## src/rtl/rvvi_trace_gen.sv

```systemverilog
// rvvi_trace_gen: in-order retirement buffer driving a single-hart, single-retire
// RVVI trace; each record is held until its register writeback has completed.
module rvvi_trace_gen #(
    parameter int XLEN  = 64,
    parameter int ILEN  = 32,
    parameter int DEPTH = 4,
    parameter int TAGW  = $clog2(DEPTH)
) (
    input  logic            clk,
    input  logic            reset_n,
    input  logic            ret_valid,
    output logic            ret_ready,
    output logic [TAGW-1:0] ret_tag,
    input  logic [XLEN-1:0] ret_pc,
    input  logic [ILEN-1:0] ret_insn,
    input  logic            ret_trap,
    input  logic [4:0]      ret_rd,
    input  logic            ret_rd_we,
    input  logic            ret_wb_now,
    input  logic [XLEN-1:0] ret_wb_data,
    input  logic            wb_valid,
    input  logic [TAGW-1:0] wb_tag,
    input  logic [XLEN-1:0] wb_data,
    output logic            rvvi_valid,
    output logic [63:0]     rvvi_order,
    output logic [ILEN-1:0] rvvi_insn,
    output logic [XLEN-1:0] rvvi_pc_rdata,
    output logic            rvvi_trap,
    output logic [31:0]     rvvi_x_wb,
    output logic [XLEN-1:0] rvvi_x_wdata,
    output logic            wb_err
);
    typedef struct packed {
        logic [XLEN-1:0] pc;
        logic [ILEN-1:0] insn;
        logic            trap;
        logic [4:0]      rd;
        logic            rd_we;
        logic [XLEN-1:0] data;
    } slot_t;

    slot_t [DEPTH-1:0] slot_q, slot_d;
    logic [DEPTH-1:0]  vld_q, vld_d, cmpl_q, cmpl_d;
    logic [TAGW:0]     wr_q, wr_d, rd_q, rd_d;
    logic [63:0]       order_q, order_d;
    logic              out_vld_q, out_vld_d, trap_q, trap_d, err_q, err_d;
    logic [ILEN-1:0]   insn_q, insn_d;
    logic [XLEN-1:0]   pc_q, pc_d, wdata_q, wdata_d;
    logic [31:0]       xwb_q, xwb_d, mask;
    logic [TAGW-1:0]   head, wr_idx;
    logic              full, push, pop;

    always_comb begin
        head   = rd_q[TAGW-1:0];
        wr_idx = wr_q[TAGW-1:0];
        full   = (wr_q[TAGW] != rd_q[TAGW]) && (wr_idx == head);
        push   = ret_valid && !full;
        pop    = vld_q[head] && cmpl_q[head];
        mask   = (slot_q[head].rd_we && !slot_q[head].trap && slot_q[head].rd != 5'd0)
                 ? 32'd1 << slot_q[head].rd : 32'd0;
        slot_d    = slot_q;
        vld_d     = vld_q;
        cmpl_d    = cmpl_q;
        wr_d      = wr_q;
        rd_d      = rd_q;
        order_d   = order_q;
        err_d     = err_q;
        out_vld_d = 1'b0;
        insn_d    = '0;
        pc_d      = '0;
        trap_d    = 1'b0;
        xwb_d     = '0;
        wdata_d   = '0;
        if (push) begin
            slot_d[wr_idx] = '{ret_pc, ret_insn, ret_trap, ret_rd, ret_rd_we, ret_wb_data};
            vld_d[wr_idx]  = 1'b1;
            cmpl_d[wr_idx] = ret_trap || !ret_rd_we || ret_rd == 5'd0 || ret_wb_now;
            wr_d           = wr_q + 1'b1;
        end
        // Only slots valid before this edge accept a writeback, so a same-cycle push is never hit.
        if (wb_valid) begin
            if (vld_q[wb_tag] && !cmpl_q[wb_tag]) begin
                slot_d[wb_tag].data = wb_data;
                cmpl_d[wb_tag]      = 1'b1;
            end else begin
                err_d = 1'b1;
            end
        end
        if (pop) begin
            vld_d[head]  = 1'b0;
            cmpl_d[head] = 1'b0;
            rd_d         = rd_q + 1'b1;
            order_d      = order_q + 64'd1;
            out_vld_d    = 1'b1;
            insn_d       = slot_q[head].insn;
            pc_d         = slot_q[head].pc;
            trap_d       = slot_q[head].trap;
            xwb_d        = mask;
            wdata_d      = (mask != 32'd0) ? slot_q[head].data : '0;
        end
    end

    always_ff @(posedge clk or negedge reset_n) begin
        if (!reset_n) begin
            slot_q    <= '0;
            vld_q     <= '0;
            cmpl_q    <= '0;
            wr_q      <= '0;
            rd_q      <= '0;
            order_q   <= '0;
            err_q     <= 1'b0;
            out_vld_q <= 1'b0;
            insn_q    <= '0;
            pc_q      <= '0;
            trap_q    <= 1'b0;
            xwb_q     <= '0;
            wdata_q   <= '0;
        end else begin
            slot_q    <= slot_d;
            vld_q     <= vld_d;
            cmpl_q    <= cmpl_d;
            wr_q      <= wr_d;
            rd_q      <= rd_d;
            order_q   <= order_d;
            err_q     <= err_d;
            out_vld_q <= out_vld_d;
            insn_q    <= insn_d;
            pc_q      <= pc_d;
            trap_q    <= trap_d;
            xwb_q     <= xwb_d;
            wdata_q   <= wdata_d;
        end
    end

    assign ret_ready     = !full;
    assign ret_tag       = wr_idx;
    assign rvvi_valid    = out_vld_q;
    assign rvvi_order    = order_q;
    assign rvvi_insn     = insn_q;
    assign rvvi_pc_rdata = pc_q;
    assign rvvi_trap     = trap_q;
    assign rvvi_x_wb     = xwb_q;
    assign rvvi_x_wdata  = wdata_q;
    assign wb_err        = err_q;
endmodule
```

## config.mk

```make
export PLATFORM = sky130hd
export DESIGN_NAME = rvvi_trace_gen
export DESIGN_NICKNAME = d
export VERILOG_FILES = /design/src/rtl/rvvi_trace_gen.sv
export SDC_FILE = /design/constraint.sdc
export NUM_CORES = 2
export LEC_CHECK = 0
export CAP_MARGIN = 20
export CORE_UTILIZATION = 35
export CTS_BUF_LIST = sky130_fd_sc_hd__clkbuf_8
export CTS_CLUSTER_DIAMETER = 60
export DETAILED_ROUTE_END_ITERATION = 6
export SYNTH_ARGS = -nofsm -noshare
export SYNTH_HDL_FRONTEND = slang
export SYNTH_SLANG_ARGS = --single-unit
```

## constraint.sdc

```tcl
create_clock -name clk -period 3.2 [get_ports clk]
set_input_delay 0.64 -clock clk [delete_from_list [all_inputs] [get_ports clk]]
set_output_delay 0.64 -clock clk [all_outputs]
set_load 0.02 [all_outputs]
```

[Word level (Yosys, flattened, before mapping)]
Index checks and enable logic that the tools add are counted.
Word-level totals
  bits in registers: 941
  input bits: 238
  output and inout bits: 262
  word-level logic and storage cells: 114
Cells by class
  add/sub/neg operators: 3
  magnitude comparators: 6
  eq/ne operators: 2
  shift operators: 1
  multiplexer cells: 40
  bitwise gates (word level): 6
  reductions and logical operators: 20
Operators with widths (count)
  $mux W668: 3
  $bwmux W668: 2
  $demux W167 S2: 2
  $bmux W167 S2: 1
  $mux W167: 2
  $mux W64: 4
  $mux W32: 3
  $add A64 B1 Y64 const B: 1
  $reduce_bool A32 Y1: 1
  $shl A1 B5 Y32 const A: 1
  $mux W4: 6
  $logic_and A1 B1 Y1: 9
  $lt A2 B3 Y1 const B: 3
  $mux W1: 9
  $and A4 B4 Y4: 2
  $bmux W1 S2: 4
  $or A4 B4 Y4: 2
  $add A3 B1 Y3 const B: 2
  $demux W1 S2: 3
  $ge A2 B1 Y1 const B: 3
  $logic_not A5 Y1: 1
  $reduce_bool A5 Y1: 1
  $bwmux W4: 1
  $logic_not A1 Y1: 4
  other kinds (6): 8

[Longest topological paths before layout]
  word-level depth: 11
  depth in mapped cells: 9
  mapped depth without buffers: 6

[Least setup slack after synthesis]
No wires, ideal clock.
  kind: reg2reg
  start point: register rd_q[0]
  end point: register wdata_q[10] (netlist: rvvi_x_wdata[10])
  library setup time: 0.120 ns
  arrival: 2.172 ns
  required time: 3.080 ns
  setup slack: 0.908 ns
  stages on the path, launching flop included: 9
  buffers on the path: 4
  period minus slack after synthesis: 2.292 ns
  cell sequence: dfrtp_1 > buf_6 > mux4_2 > or2_1 > buf_6 > or3_1 > buf_6 > buf_6 > and3_1
Between the ends
  cells in the longest elaborated chain, start to end: 9
  elaborated cells on any way between the ends: 16
  classes of those cells: shift: 1; mux: 9; reduce/logical: 6
Ends and longest elaborated chain
  start, declared: RTL line 44  | logic [TAGW:0] wr_q, wr_d, rd_q, rd_d;
  start signal, assigned: RTL line 123  | rd_q <= rd_d;
  parallel branches: the longest is 8 deep, another holds $bmux W167 S2
  $mux W64 *: RTL line 89  | if (pop) begin
  named net wdata_d[10]: RTL line 48  | logic [XLEN-1:0] pc_q, pc_d, wdata_q, wdata_d;
  end signal, assigned: RTL line 131  | wdata_q <= wdata_d;
  end, declared: RTL line 48
Mark *: on every way through the listed nets, which the timed path passes. The select of a mux whose other input is x is not followed.
A chain may end at the register's enable or synchronous reset.

[Worst setup path after layout]
  start point: register rd_q[1]
  end point: output port ret_ready
Between the ends
  cells in the longest elaborated chain, start to end: 3
Ends and longest elaborated chain
  $eq A2 B2 Y1: RTL line 56  | full = (wr_q[TAGW] != rd_q[TAGW]) && (wr_idx == head);
  $logic_and A1 B1 Y1: RTL line 56
  $logic_not A1 Y1: RTL line 135  | assign ret_ready = !full;
  end, declared: RTL line 12  | output logic ret_ready,
No other way between the ends.

==> results.toml <==
[outcome]
status = "complete, no violations"

[synthesis]
yosysWarnings = 0
syn-instance-count = 3005
syn_area_um2 = 40900
yosysMostFrequentCell = "dfrtp_1"
synth-seq-cells = 941
synth_top_area_share_pct = 57.6
ys.flop_type = "dfrtp_1"
synth_async_sr_flop_share_pct = 100
yosys.area.top_type = "dfrtp_1"
synth.area.top_cells = "dfrtp_1 58%, mux2_2 11%, mux4_2 9.3%"
synth-edff-count = 0
synth_common_cells = "941 x dfrtp_1, 415 x mux2_2, 257 x mux2i_1, 238 x nand2_1, 193 x o21ai_0"
seq_area_frac_synth_pct = 57.6
synth_cell_types = 48
syn_area_per_cell_um2 = 13.6
synth_nets = 3252

[floorplanning]
die_h_um = 344
die_area_um2 = 118000
rows = 125
die_w_um = 344
ios = 500
start_util_pct = 35.2
core-area_um2 = 116000

[route]
drt-total-wl_um = 110000
drc = 0
num_vias = 26200
routed_via_density = 5.04
drtAntennaViolNets = 0
first_pass_iters = 5
drt-initial-drc-count = 1508
wl_per_cell_um = 21.2

[sta]
finalSetupViolCount = 0
fin_crit_ns = 3.02
rsz0062_at_grt = "false"
worstMarginPinSlew_ns = 1.05
skew_ns = 0.0527
hold_violations = 0
tns_ns = 0
max_freq_ghz = 0.331
worst_slack_ns = 0.175
fin_crit_sh_pct = 94.5
slew_violations = 0
timing.slew.headroom_pct = 29.9

[setup_path]
worstPathArrival_ns = 2.38
start_kind = "flop"
path_cells = "buf_4 -> xnor2_1 -> nand3_1 -> clkdlybuf4s15_2"
critical_path.max_stage_delay_ns = 0.53
cp_max_fo = 14
critPathCaptureType = "primary output"
slowest_stage = "dfrtp_4"
path_delay_family = "buffers and inverters"
crit_type = "reg -> out"
path_buf_inv = 2
critPathRequiredTime_ns = 2.56

[place]
hpwl_um = 68800
dpl-instance-area_um2 = 47900
io_buffers = 499
place_ws_ns = 0.277
gp_congestion = 0.799

[pwr]
p_int_uw = 33500
power_switching_uw = 16400
p_comb_share_pct = 37.9
p_clk_share_pct = 23.1
peakVddDrop_mv = 0.793
pwr_density_cell_nw_per_um2 = 972
swShare_pct = 32.9
sequentialPowerShare_pct = 39.1
p_leak_uw = 0.0214

[layout]
n_fill_cell = 10600
fin_area_um2 = 51400
nets = 3790
drive_gt1_share_pct = 25.1
synthToLayoutAreaGrowth_pct = 25.7

[global_route]
globalRouteTotalUtil_pct = 18.7
antenna_found_initial = 21
grt_overflow_total = 0
grt_pass1_wl_um = 170000
grt_max_degree = 125
first_global_vias = 27500

[clock_network]
cts.path.max_buffers = 3
root_buffer = "clkbuf_8"
path_clk_slew_ns = 0.06
cts.sinks = 941
insertion_delay_ns = 0.84
post_cts_buffers = 0
cts_made_buffers = 172
htree_levels = 4
tritoncts = "yes"

[flow_run]
drv_cap = 0

[min_path]
hold_path.class = "in -> async"
stage by stage:
step | utilization, % | cells | total power, µW | hold slack (ns)
2_1_floorplan | - | 3005 | 32500 | 0.344
3_3_place_gp | 41.3 | 4892 | 38500 | 0.458
3_5_place_dp | 41.3 | 4892 | 38900 | 0.470
4_1_cts | 44.3 | 5194 | 50700 | 0.283
5_1_grt | 44.3 | 5197 | 53200 | 0.349
6_report | 44.3 | 5202 | 50000 | 0.380
per-layer routing:
layer	global-route usage, %	vias up	routed length [µm]
met5	0	-	124
met4	5.78	20	2340
met3	4.71	175	7090
met2	29.1	759	51300
met1	25.8	13500	49500
li1	-	11800	-
cell families after synthesis:
family / synth area share (%)
AO/OA/AOI/OAI: 3.37
multiplexers: 27.0
flip-flops: 57.6
buffers and inverters: 2.49
AND/OR/NAND/NOR: 7.75
other: 0.00917
XOR/XNOR: 1.48
adder cells (fa/ha/maj): 0.275
path summary, 6_finish.rpt:
kind,startpoint,endpoint,slack (ns),depth (start not counted)
worst max-delay path,rd_q[1],ret_ready,0.18,4
worst min-delay path,reset_n,rvvi_valid,0.38,2
max in group asynchronous,reset_n,asynchronous set/reset pin,1.78,3
min in group clk,rvvi_order[63],rvvi_order[63],0.47,1
worst max register to register,rd_q[0],rvvi_x_wb[19],0.54,5
worst min register to register,rvvi_order[63],rvvi_order[63],0.47,1
power groups by stage:
stage	registers (µW)	clock network (µW)	logic (µW)
global placement	19500	0	19000
detailed placement	19600	0	19300
finish	19500	11500	18900
global route	20100	12500	20500
CTS	19500	12000	19300
floorplan	19500	0	13000
layout by cell type, fill, tap and decap left out, types with 73 or more instances in the layout:
cell type / instances
clkdlybuf4s50_1: 497
mux4_2: 168
nor2_1: 96
mux2i_1: 257
mux2_2: 415
o21ai_0: 193
and3_1: 73
nand2_1: 238
and2_1: 103
clkbuf_8: 206
dfrtp_1: 939
area by class of cell:
class                      count  area (µm²)  share of cell area, %
clock inverter                95         648                   1.26
tap                         1524        1910                   3.71
timing repair buffer         575        5990                   11.7
clock buffer                 206        2840                   5.52
inverter                      17        66.3                  0.129
sequential                   941       23600                   45.8
antenna                        8        20.0                 0.0390
multi-input combinational   1836       16400                   31.9
timing repair:
| action | in CTS | in global routing |
|---|---|---|
| endpoints found under the hold margin | 36 | 0 |
| setup endpoints to repair | 1 | 0 |
| hold buffers | 1 | 0 |
| gates resized for setup | 4 | 0 |
(Power assumes the default switching activity.)
